[config.mk]
export PLATFORM = sky130hd
export DESIGN_NAME = matmul_sequencer
export DESIGN_NICKNAME = d
export VERILOG_FILES = /design/src/rtl/matmul_sequencer.sv
export SDC_FILE = /design/constraint.sdc
export NUM_CORES = 1
export LEC_CHECK = 0
export ABC_AREA = 0
export CORE_MARGIN = 10
export CORE_UTILIZATION = 41
export CTS_BUF_LIST = sky130_fd_sc_hd__clkbuf_8
export CTS_CLUSTER_SIZE = 8
export DETAILED_ROUTE_END_ITERATION = 6
export PLACE_DENSITY = 0.78
export SLEW_MARGIN = 20
export SYNTH_ARGS = -nofsm -noshare
export SYNTH_HDL_FRONTEND = slang
export SYNTH_SLANG_ARGS = --single-unit
[constraint.sdc]
create_clock -name clk -period 1.85 [get_ports clk]
set_input_delay 0.37 -clock clk [delete_from_list [all_inputs] [get_ports clk]]
set_output_delay 0.37 -clock clk [all_outputs]
set_load 0.02 [all_outputs]
[src/rtl/matmul_sequencer.sv]
// matmul_sequencer
//   Control FSM that walks a full matrix product C = A x B in row-major order.
//   Each element is computed in three steps. First the A row and B column are
//   read from the operand memories. Next the combinational dot-product result
//   is captured. Finally that result is offered downstream on a valid/ready
//   handshake.
//
// Optional feature (compile-time macro MATMUL_SEQ_PERF_EN):
//   Adds perf_stall_cnt, which counts OUTPUT cycles with res_ready low.
//   The count saturates. It is cleared on accepted start and on reset.
//
// Ports:
//   clk, rst_n          clock (rising edge), asynchronous active-low reset
//   start               begin a product (only honoured in IDLE)
//   cfg_rows, cfg_cols  active C dimensions, latched and clamped on start
//   busy, done          busy outside IDLE; done pulses once per product
//   rd_en               operand read strobe to both memories
//   a_row_addr          A row address
//   b_col_addr          B column address
//   dp_result           dot-product datapath output, valid one cycle after rd_en
//   res_valid/res_ready result handshake to the C sink
//   res_data            registered C element
//   res_row, res_col    position of res_data in C
//   perf_stall_cnt      (MATMUL_SEQ_PERF_EN only) downstream stall cycles
module matmul_sequencer #(
    parameter int N    = 32,
    parameter int ROWS = 4,
    parameter int COLS = 4,
    parameter int RW   = (ROWS > 1) ? $clog2(ROWS) : 1,
    parameter int CW   = (COLS > 1) ? $clog2(COLS) : 1
) (
    input  logic                       clk,
    input  logic                       rst_n,
    input  logic                       start,
    input  logic [$clog2(ROWS+1)-1:0]  cfg_rows,
    input  logic [$clog2(COLS+1)-1:0]  cfg_cols,
    output logic                       busy,
    output logic                       done,
    output logic                       rd_en,
    output logic [RW-1:0]              a_row_addr,
    output logic [CW-1:0]              b_col_addr,
    input  logic [N-1:0]               dp_result,
    output logic                       res_valid,
    input  logic                       res_ready,
    output logic [N-1:0]               res_data,
    output logic [RW-1:0]              res_row,
    output logic [CW-1:0]              res_col
`ifdef MATMUL_SEQ_PERF_EN
    ,
    output logic [31:0]                perf_stall_cnt
`endif
);

    localparam int RCW = $clog2(ROWS + 1);
    localparam int CCW = $clog2(COLS + 1);

    typedef enum logic [2:0] {
        S_IDLE,
        S_READ,
        S_CAPTURE,
        S_OUTPUT,
        S_DONE
    } state_t;

    state_t           state_q, state_d;
    logic [RCW-1:0]   rows_q, rows_d;
    logic [CCW-1:0]   cols_q, cols_d;
    logic [RW-1:0]    r_q, r_d;
    logic [CW-1:0]    c_q, c_d;
    logic             busy_q, busy_d;
    logic             done_q, done_d;
    logic             rd_en_q, rd_en_d;
    logic             res_valid_q, res_valid_d;
    logic [RW-1:0]    a_row_addr_q, a_row_addr_d;
    logic [CW-1:0]    b_col_addr_q, b_col_addr_d;
    logic [N-1:0]     res_data_q, res_data_d;
    logic [RW-1:0]    res_row_q, res_row_d;
    logic [CW-1:0]    res_col_q, res_col_d;
`ifdef MATMUL_SEQ_PERF_EN
    logic [31:0]      perf_q, perf_d;
`endif

    logic             last_row;
    logic             last_col;

    // Counter widths differ from the latched-count widths, so the counters
    // are zero-extended before they are compared with count-1.
    assign last_row = (RCW'(r_q) == (rows_q - RCW'(1)));
    assign last_col = (CCW'(c_q) == (cols_q - CCW'(1)));

    always_comb begin
        state_d      = state_q;
        rows_d       = rows_q;
        cols_d       = cols_q;
        r_d          = r_q;
        c_d          = c_q;
        res_data_d   = res_data_q;
        res_row_d    = res_row_q;
        res_col_d    = res_col_q;
        a_row_addr_d = a_row_addr_q;
        b_col_addr_d = b_col_addr_q;
`ifdef MATMUL_SEQ_PERF_EN
        perf_d       = perf_q;
`endif

        case (state_q)
            S_IDLE: begin
                if (start) begin
                    rows_d = (cfg_rows > RCW'(ROWS)) ? RCW'(ROWS) : cfg_rows;
                    cols_d = (cfg_cols > CCW'(COLS)) ? CCW'(COLS) : cfg_cols;
                    r_d    = '0;
                    c_d    = '0;
`ifdef MATMUL_SEQ_PERF_EN
                    perf_d = '0;
`endif
                    if ((rows_d == '0) || (cols_d == '0)) begin
                        state_d = S_DONE;
                    end else begin
                        state_d = S_READ;
                    end
                end
            end
            S_READ: begin
                state_d = S_CAPTURE;
            end
            S_CAPTURE: begin
                res_data_d = dp_result;
                res_row_d  = r_q;
                res_col_d  = c_q;
                state_d    = S_OUTPUT;
            end
            S_OUTPUT: begin
                if (res_ready) begin
                    if (last_col && last_row) begin
                        state_d = S_DONE;
                    end else begin
                        if (last_col) begin
                            c_d = '0;
                            r_d = r_q + RW'(1);
                        end else begin
                            c_d = c_q + CW'(1);
                        end
                        state_d = S_READ;
                    end
                end
`ifdef MATMUL_SEQ_PERF_EN
                else if (perf_q != '1) begin
                    perf_d = perf_q + 32'd1;
                end
`endif
            end
            S_DONE: begin
                state_d = S_IDLE;
            end
            default: begin
                state_d = S_IDLE;
            end
        endcase

        // Outputs are registered from the next state so each one lines up
        // exactly with the state it belongs to.
        busy_d      = (state_d != S_IDLE);
        done_d      = (state_d == S_DONE);
        rd_en_d     = (state_d == S_READ);
        res_valid_d = (state_d == S_OUTPUT);
        if (state_d == S_READ) begin
            a_row_addr_d = r_d;
            b_col_addr_d = c_d;
        end
    end

    always_ff @(posedge clk or negedge rst_n) begin
        if (!rst_n) begin
            state_q      <= S_IDLE;
            rows_q       <= '0;
            cols_q       <= '0;
            r_q          <= '0;
            c_q          <= '0;
            busy_q       <= 1'b0;
            done_q       <= 1'b0;
            rd_en_q      <= 1'b0;
            res_valid_q  <= 1'b0;
            a_row_addr_q <= '0;
            b_col_addr_q <= '0;
            res_data_q   <= '0;
            res_row_q    <= '0;
            res_col_q    <= '0;
`ifdef MATMUL_SEQ_PERF_EN
            perf_q       <= '0;
`endif
        end else begin
            state_q      <= state_d;
            rows_q       <= rows_d;
            cols_q       <= cols_d;
            r_q          <= r_d;
            c_q          <= c_d;
            busy_q       <= busy_d;
            done_q       <= done_d;
            rd_en_q      <= rd_en_d;
            res_valid_q  <= res_valid_d;
            a_row_addr_q <= a_row_addr_d;
            b_col_addr_q <= b_col_addr_d;
            res_data_q   <= res_data_d;
            res_row_q    <= res_row_d;
            res_col_q    <= res_col_d;
`ifdef MATMUL_SEQ_PERF_EN
            perf_q       <= perf_d;
`endif
        end
    end

    assign busy       = busy_q;
    assign done       = done_q;
    assign rd_en      = rd_en_q;
    assign res_valid  = res_valid_q;
    assign a_row_addr = a_row_addr_q;
    assign b_col_addr = b_col_addr_q;
    assign res_data   = res_data_q;
    assign res_row    = res_row_q;
    assign res_col    = res_col_q;
`ifdef MATMUL_SEQ_PERF_EN
    assign perf_stall_cnt = perf_q;
`endif

endmodule
Yosys cells after proc, flatten, opt, wreduce, memory -nomap -nowiden

Cells that the tools add are included.

Add/subtract/negate cells: 4
Reduce and logical (&&, ||, !) cells: 7
Multiplexer cells: 17
Eq/ne operators: 8
Order comparisons: 2

Operator list:

| kind                  | number |
|---|---|
| $mux W3               | 6 |
| $mux W2               | 8 |
| $pmux W3 S4           | 1 |
| $eq A3 B2 Y1 const B  | 3 |
| $logic_not A3 Y1      | 3 |
| $pmux W2 S2           | 2 |
| $eq A2 B3 Y1          | 2 |
| $eq A3 B1 Y1 const B  | 2 |
| $gt A3 B3 Y1 const B  | 2 |
| $sub A3 B1 Y3 const B | 2 |
| $add A2 B1 Y2 const B | 2 |
| $eq A3 B3 Y1 const B  | 1 |
| $reduce_bool A3 Y1    | 1 |
| $reduce_and A2 Y1     | 1 |
| $logic_and A1 B1 Y1   | 1 |
| $logic_or A1 B1 Y1    | 1 |

Word-level logic and storage cells: 52
Input port bits: 42
Output and inout bits: 44
Register bits: 57

Logic depth before layout (Yosys ltp)

Gate-level depths: netlist (run 1).

Depth in word-level cells: 8
Depth in mapped cells: 7

Least setup slack after synthesis (run 1)

Ideal clock, no wire load.

Kind: register to register
Start point: register cols_q[0]
End point: register a_row_addr_q[0] (netlist: a_row_addr[0])
Stages on the path, launching flop included: 8
Setup slack: -0.016 ns
Arrival time: 1.741 ns
Required time: 1.725 ns
Cells stage by stage: dfrtp_1 inv_1 ha_1 xor2_1 nand3_1 o21ai_2 a21boi_4 mux2_4

Cells in the longest elaborated chain, start to end: 7

Ends and longest elaborated chain:

| item                   | RTL line | RTL |
|---|---|---|
| from (decl)            | 67       | `logic [CCW-1:0] cols_q, cols_d;` |
| from (signal assigned) | 194      | `cols_q <= cols_d;` |
| $sub A3 B1 Y3 *        | 89       | `assign last_col = (CCW'(c_q) == (cols_q - CCW'(1)));` |
| $eq A2 B3 Y1 *         | 89       |  |
| $logic_and A1 B1 Y1    | 134      | `if (last_col && last_row) begin` |
| $mux W3                | 134      |  |
| $mux W3                | 133      | `if (res_ready) begin` |
| $pmux W3 S4            | 106      | `case (state_q)` |
| $eq A3 B1 Y1           | 166      | `if (state_d == S_READ) begin` |
| to (signal assigned)   | 201      | `a_row_addr_q <= a_row_addr_d;` |
| to (decl)              | 74       | `logic [RW-1:0] a_row_addr_q, a_row_addr_d;` |

Mark *: on every way between the ends. The rest lies on a longest branch, timed or not.
A chain may end at the register's enable or synchronous reset.

Final worst setup path (run 1)

Start point: register rows_q[0]
End point: register b_col_addr_q[1] (netlist: b_col_addr[1])

Cells in the longest elaborated chain, start to end: 7

Ends and longest elaborated chain:

| item                   | RTL line | RTL |
|---|---|---|
| from (decl)            | 66       | `logic [RCW-1:0] rows_q, rows_d;` |
| from (signal assigned) | 193      | `rows_q <= rows_d;` |
| $sub A3 B1 Y3 *        | 88       | `assign last_row = (RCW'(r_q) == (rows_q - RCW'(1)));` |
| $eq A2 B3 Y1 *         | 88       |  |
| $logic_and A1 B1 Y1 *  | 134      |  |
| $mux W3                | 134      |  |
| $mux W3                | 133      |  |
| $pmux W3 S4            | 106      |  |
| $eq A3 B1 Y1           | 166      |  |
| to (signal assigned)   | 202      | `b_col_addr_q <= b_col_addr_d;` |
| to (decl)              | 75       | `logic [CW-1:0] b_col_addr_q, b_col_addr_d;` |

Marks and branches as above.

==> flow_metrics.py, run 1 <==
metrics = {
    "clocking": {
        "tritoncts": "yes",
        "clk_latency_ns": 0.33,
        "cts_buffers": 9,
        "cts_root_buf": "clkbuf_8",
        "clock-sinks": 57,
        "ctsHoldBuffers": 0,
        "clock_path_buffers": 2,
        "clk_pin_slew_ns": 0.07,
        "cts_max_level": 3,
    },
    "pwr": {
        "p_clk_share_pct": 17.5,
        "p_total_w": 0.00701,
        "combinationalPowerShare_pct": 51.3,
        "power_leakage_nw": 1.58,
        "seqPwrFrac_pct": 31.2,
        "switching_power_w": 0.00246,
        "power_density_mw_per_mm2": 1900,
        "swShare_pct": 35.0,
        "peakVddDrop_v": 0.000987,
        "power.internal_w": 0.00456,
    },
    "detailed_routing": {
        "first_iter_violations": 30,
        "postRouteAntennaNets": 0,
        "drc": 0,
        "viasPerCell": 4.85,
        "first_pass_iters": 4,
        "drt_wl_total_um": 5750,
        "wire_per_inst_um": 16.0,
        "via_count": 1740,
    },
    "timing": {
        "clock_skew_ns": 0.00945,
        "drv_slew": 0,
        "grt_setup_unrepaired": "yes",
        "relSlewSlack_pct": 74.1,
        "fmax_ghz": 0.552,
        "period_share_pct": 98.0,
        "period_needed_ns": 1.81,
        "final_hold_viol_count": 0,
        "setup_violations": 0,
        "worstMarginPinSlew_ns": 0.387,
        "holdWs_ns": 0.0334,
        "finalSetupTns_ns": 0,
    },
    "run": {
        "maxCapViolCount": 0,
    },
    "global_route": {
        "overflow": 0,
        "grt_pass1_wl_um": 9110,
        "grt_max_degree": 58,
        "antenna_found_initial": 0,
        "grt_pass1_vias": 1862,
        "grt_usage_pct": 12.9,
    },
    "floorplanning": {
        "ioPinCount": 86,
        "rows": 27,
        "fp.coreArea_mm2": 0.00554,
        "die_h_um": 95.8,
        "die_w_um": 95.8,
        "initial_core_util_pct": 42.5,
        "dieArea_mm2": 0.00918,
    },
    "placed_design": {
        "dp_hpwl_um": 4220,
        "dp_cells": 340,
        "gp_congestion": 0.761,
        "io_buffers": 85,
        "detailed_place.area_mm2": 0.00340,
    },
    "worst_setup_path": {
        "crit_type": "register to register",
        "worst_setup_path_end_kind": "register",
        "start_kind": "register",
        "reg2reg_slack_ns": 0.04,
        "max_stage_delay_ns": 0.35,
        "critPathArrivalTime_ns": 2.03,
        "crit_slowest_cell": "dfrtp_1",
        "cp_cell_sequence": "inv_1 -> ha_4 -> xor2_2 -> nand3_2 -> o21ai_2 -> a21boi_4 -> mux2_4",
        "worst_r2r_startpoint": "rows_q[0]",
        "cp_max_fo": 4,
        "critical_path_required_ns": 2.07,
        "cp-startpoint": "rows_q[0]",
    },
    "logic_synthesis": {
        "synth_top_area_share_pct": 60.5,
        "ys_async_sr_fraction_pct": 100,
        "syn_inst": 175,
        "ys_seq_area_share_pct": 60.5,
        "avgSynthCellArea_um2": 13.5,
        "yosysMostFrequentCell": "dfrtp_1",
        "synth_top_area_cell": "dfrtp_1",
        "yosysUniqueCellTypes": 30,
        "ys_ff_latch": 57,
        "yosys-top-cells-area": "dfrtp_1, mux2_2, mux2_4",
        "yosys_warnings": 0,
        "syn-cell-area_mm2": 0.00236,
        "synth_edf_count": 0,
        "synth_top_cells_by_count": "dfrtp_1, mux2_2, nand2_1",
        "syn_nets": 219,
        "synthFlopType": "dfrtp_1",
    },
    "layout": {
        "fillers": 425,
        "diodes": 0,
        "fin_area_mm2": 0.00369,
        "regArea_mm2": 0.00143,
        "instances_no_fill": 359,
        "multi_input_area_um2": 940,
        "drive_gt1_share_pct": 30.7,
        "area_delta_synth_final_pct": 56.7,
        "nNetsFinal": 327,
    },
    "outcome": {
        "status": "finished clean",
    },
    "hold_path": {
        "holdCritPathClass": "primary input to asynchronous set/reset pin",
    },
}
==> cell type report <==
cell class	count	share of cell area, %
well taps	72	2.44
multi-input cells	107	25.5
clock inverters	2	0.949
repair buffers	102	27.1
inverters	6	0.610
flip-flops and latches	57	38.6
clock buffers	13	4.85
==> power groups by stage <==
stage               combinational, W  clock (W)  sequential, W
CTS                          0.00356    0.00126        0.00219
detailed placement           0.00346          0        0.00220
global route                 0.00387    0.00133        0.00228
floorplan                    0.00135          0        0.00275
global placement             0.00340          0        0.00218
finish                       0.00360    0.00123        0.00219
==> per-layer routing <==
metal  wire, µm  up-vias  share of wire, %  GRT usage [%]
li1           -      832                 -              -
met1       2430      839                42           15.5
met2       2690       64                47           19.5
met3        586        5                10           7.24
met4         53        0              0.92           3.32
met5          0        -                 0              0
==> cell families (layout without fill, tap and decap cells) <==
| group | count (synthesis) | in the layout | synth area share, % |
|---|---|---|---|
| fa+ha+maj | 2 | 2 | 1.06 |
| xor+xnor | 6 | 6 | 2.23 |
| flops | 57 | 57 | 60.5 |
| buf+inv | 11 | 123 | 2.02 |
| simple gates | 41 | 41 | 8.92 |
| mux | 41 | 41 | 20.0 |
| compound gates | 17 | 17 | 5.26 |
==> worst max-delay path, delay by kind of cell (launching register included) <==
kind | cells | cell delay [ns]
adders and majority gates | 1 | 0.28
AOI/OAI and AO/OA | 2 | 0.43
xor gates and xnor gates | 1 | 0.14
muxes | 1 | 0.32
and+or+nand+nor | 1 | 0.11
buffers and inverters | 1 | 0.08
DFF | 1 | 0.35
==> cells in the final DEF (no fill, tap or decap), drive strengths merged, types with 3 or more instances in the layout <==
master	n
a21oi	3
buf	18
clkbuf	13
clkdlybuf4s50	84
dfrtp	57
inv	6
mux2	39
nand2	12
nand3	4
nand3b	5
nor2	8
nor3	4
o21ai	7
xor2	4
==> state kept, by name, summed over array words and instances, names as in the netlist, 2 cells and up <==
signal	count
res_data	32
cols_q	3
rows_q	3
state_q	3
a_row_addr	2
b_col_addr	2
c_q	2
r_q	2
res_col	2
res_row	2
==> worst paths after layout <==
| check | cells after the start | endpoint |
|---|---|---|
| max | 7 | b_col_addr[1] |
| max in group asynchronous | 2 | rows_q[1] |
| min reg2reg | 2 | cols_q[2] |
| min | 2 | c_q[0] |
| min in group clk | 2 | cols_q[2] |
| max reg2reg | 7 | b_col_addr[1] |
==> per-stage QoR <==
step	utilization [%]	worst slack [ns]
floorplan	-	0.00947
global placement	61.4	-0.0978
detailed placement	61.4	-0.129
CTS	66.0	0.00822
global route	66.6	-0.0520
finish	66.6	0.0375
==> timing repair <==
action,CTS,global route
resized for setup,3,5
setup buffers,3,1
pin swaps,3,2
endpoints found under the setup margin,4,6
Note: power is estimated with default switching activity, not from simulation.
==> run 2: changes to the inputs <==
--- a/config.mk
+++ b/config.mk
@@ -7,11 +7,11 @@
 export LEC_CHECK = 0
 export ABC_AREA = 0
 export CORE_MARGIN = 10
-export CORE_UTILIZATION = 41
+export CORE_UTILIZATION = 30
 export CTS_BUF_LIST = sky130_fd_sc_hd__clkbuf_8
 export CTS_CLUSTER_SIZE = 8
 export DETAILED_ROUTE_END_ITERATION = 6
-export PLACE_DENSITY = 0.78
+export PLACE_DENSITY_LB_ADDON = 0.15
 export SLEW_MARGIN = 20
 export SYNTH_ARGS = -nofsm -noshare
 export SYNTH_HDL_FRONTEND = slang
==> run 2 against run 1 <==
Net effect: register-to-register slack worse by 0.02 ns; flip-flop and latch count did not move; critical path depth did not move; global-route usage shrank 2.5 points; final area increased by 1.7%; worst setup slack got worse by 0.020 ns; cell count is 8.9% higher; highest routed layer unchanged.
==> flow_metrics.py, run 2 (synthesis gave the netlist of run 1 again) <==
metrics = {
    "floorplanning": {
        "rows": 32,
        "initial_core_util_pct": 30.6,
        "fp.coreArea_mm2": 0.00769,
        "dieArea_mm2": 0.0118,
        "die_w_um": 109,
        "die_h_um": 109,
        "ioPinCount": 86,
    },
    "worst_setup_path": {
        "timing.rr.end": "a_row_addr[1]",
        "cp_cell_sequence": "inv_1 -> ha_4 -> xor2_2 -> nand3_2 -> o21ai_2 -> a21boi_4 -> mux2_4",
        "worst_setup_path_end_kind": "register",
        "crit_family": "compound AO/OA/AOI/OAI gates",
        "start_kind": "register",
        "reg2reg_depth": 7,
        "crit_slowest_cell": "dfrtp_1",
        "critical_path_required_ns": 2.07,
        "worst_r2r_startpoint": "cols_q[0]",
        "critPathArrivalTime_ns": 2.05,
        "reg2reg_slack_ns": 0.02,
        "cp_max_fo": 5,
        "max_stage_delay_ns": 0.37,
        "crit_type": "register to register",
        "crit_buf_inv": 1,
    },
    "placed_design": {
        "gp_congestion": 0.735,
        "dp_hpwl_um": 4340,
        "io_buffers": 85,
    },
    "clocking": {
        "clk_pin_slew_ns": 0.07,
        "tritoncts": "yes",
        "cts_max_level": 3,
        "clock_path_buffers": 2,
        "cts_root_buf": "clkbuf_8",
        "clk_latency_ns": 0.34,
        "cts_buffers": 9,
        "clock-sinks": 57,
        "ctsHoldBuffers": 0,
    },
    "global_route": {
        "antenna_found_initial": 0,
        "grt-busiest-layer": "met2",
        "grt_pass1_wl_um": 9380,
        "use_met1_pct": 13.1,
        "grt_usage_pct": 10.4,
        "met2_usage_pct": 15.3,
        "overflow": 0,
        "met3_usage_pct": 4.31,
        "grt_max_degree": 58,
        "grt_pass1_vias": 1798,
    },
    "timing": {
        "grt_setup_unrepaired": "yes",
        "fmax_ghz": 0.546,
        "relSlewSlack_pct": 75.5,
        "holdWs_ns": 0.0303,
        "clock_skew_ns": 0.00920,
        "setup_violations": 0,
        "drv_slew": 0,
        "final_hold_viol_count": 0,
        "worstMarginPinSlew_ns": 0.366,
        "period_needed_ns": 1.83,
        "period_share_pct": 99.1,
    },
    "layout": {
        "layout_commonest_cell": "clkdlybuf4s50_1",
        "drive_gt1_share_pct": 30.4,
        "nNetsFinal": 328,
        "area_delta_synth_final_pct": 59.4,
        "mostFrequentLayoutCells": "clkdlybuf4s50_1, dfrtp_1, mux2_2",
        "largest_reg_flops": 32,
        "diodes": 0,
        "fillers": 724,
    },
    "pwr": {
        "combinationalPowerShare_pct": 49.5,
        "swShare_pct": 34.6,
        "power_leakage_nw": 1.60,
        "peakVddDrop_v": 0.000607,
        "power_density_mw_per_mm2": 1910,
        "power.internal_w": 0.00470,
        "p_total_w": 0.00719,
        "switching_power_w": 0.00249,
        "p_clk_share_pct": 20.0,
        "seqPwrFrac_pct": 30.4,
    },
    "detailed_routing": {
        "wire_per_inst_um": 15.5,
        "drc": 0,
        "first_iter_violations": 105,
        "first_pass_iters": 4,
        "via_count": 1745,
        "viasPerCell": 4.46,
        "postRouteAntennaNets": 0,
        "drt_wl_total_um": 6060,
    },
    "outcome": {
        "status": "finished clean",
    },
    "run": {
        "maxCapViolCount": 0,
    },
    "hold_path": {
        "holdCritPathClass": "primary input to asynchronous set/reset pin",
    },
}
==> run 2: cell count changes in the layout (fill, tap and decap cells not counted) <==
cell and delta:
buf_4 +1, bufinv_16 +2, clkbuf_8 -3, clkinv_2 +2, o21ai_0 -1, o21ai_1 +1
or2_1 +1, or2_4 -1, xor2_1 +1, xor2_2 -1
==> run 2: routing by layer <==
layer / vias to the layer above / share of wire, %
met5: - / 0
met4: 0 / 1.3
met3: 7 / 8.1
met2: 66 / 43
met1: 832 / 47
li1: 840 / -
==> run 2: cell type report <==
type | count | area (µm²) | area share [%]
clock inverter | 6 | 105 | 2.80
tap | 102 | 128 | 3.40
inverter | 6 | 22.5 | 0.600
multi-input combinational | 107 | 930 | 24.8
clock buffer | 10 | 138 | 3.67
sequential | 57 | 1430 | 38.0
timing repair buffer | 103 | 1010 | 26.8
==> run 2: power groups by stage <==
| stage | clock network [W] | registers [W] | logic [W] |
|---|---|---|---|
| after floorplan | 0 | 0.00275 | 0.00135 |
| after global placement | 0 | 0.00219 | 0.00344 |
| after detailed placement | 0 | 0.00221 | 0.00346 |
| after CTS | 0.00147 | 0.00219 | 0.00353 |
| after global routing | 0.00154 | 0.00228 | 0.00384 |
| final | 0.00144 | 0.00219 | 0.00356 |
==> run 2: worst max-delay path by stage <==
stage | start | to | cells after the start
finish | cols_q[0] | a_row_addr[1] | 7
global route | rows_q[0] | b_col_addr[1] | 7
CTS | rows_q[0] | a_row_addr[1] | 7
detailed placement | res_ready | a_row_addr[1] | 6
global placement | res_ready | a_row_addr[1] | 6
floorplan | cols_q[0] | a_row_addr[0] | 7
==> run 2: worst register-to-register path, stage by stage (launching register included) <==
cell and delay (ns):
dfrtp_1 0.37, inv_1 0.11, ha_4 0.22, xor2_2 0.14, nand3_2 0.10, o21ai_2 0.16, a21boi_4 0.29, mux2_4 0.32
==> run 2: timing repair <==
item,CTS,global route
setup buffers,3,1
endpoints found under the setup margin,3,6
resized for setup,1,6
pin swaps,4,2
==> run 2: through the flow <==
step	instance area, µm²	cells	setup slack [ns]	utilization [%]	setup TNS, ns
after global placement	3440	371	-0.100	44.8	-0.249
after global routing	3750	391	-0.0756	48.8	-0.233
after detailed placement	3440	371	-0.118	44.8	-0.296
after CTS	3710	390	-0.0265	48.3	-0.0717
after floorplan	2360	175	0.00947	-	0
final	3750	391	0.0174	48.8	0
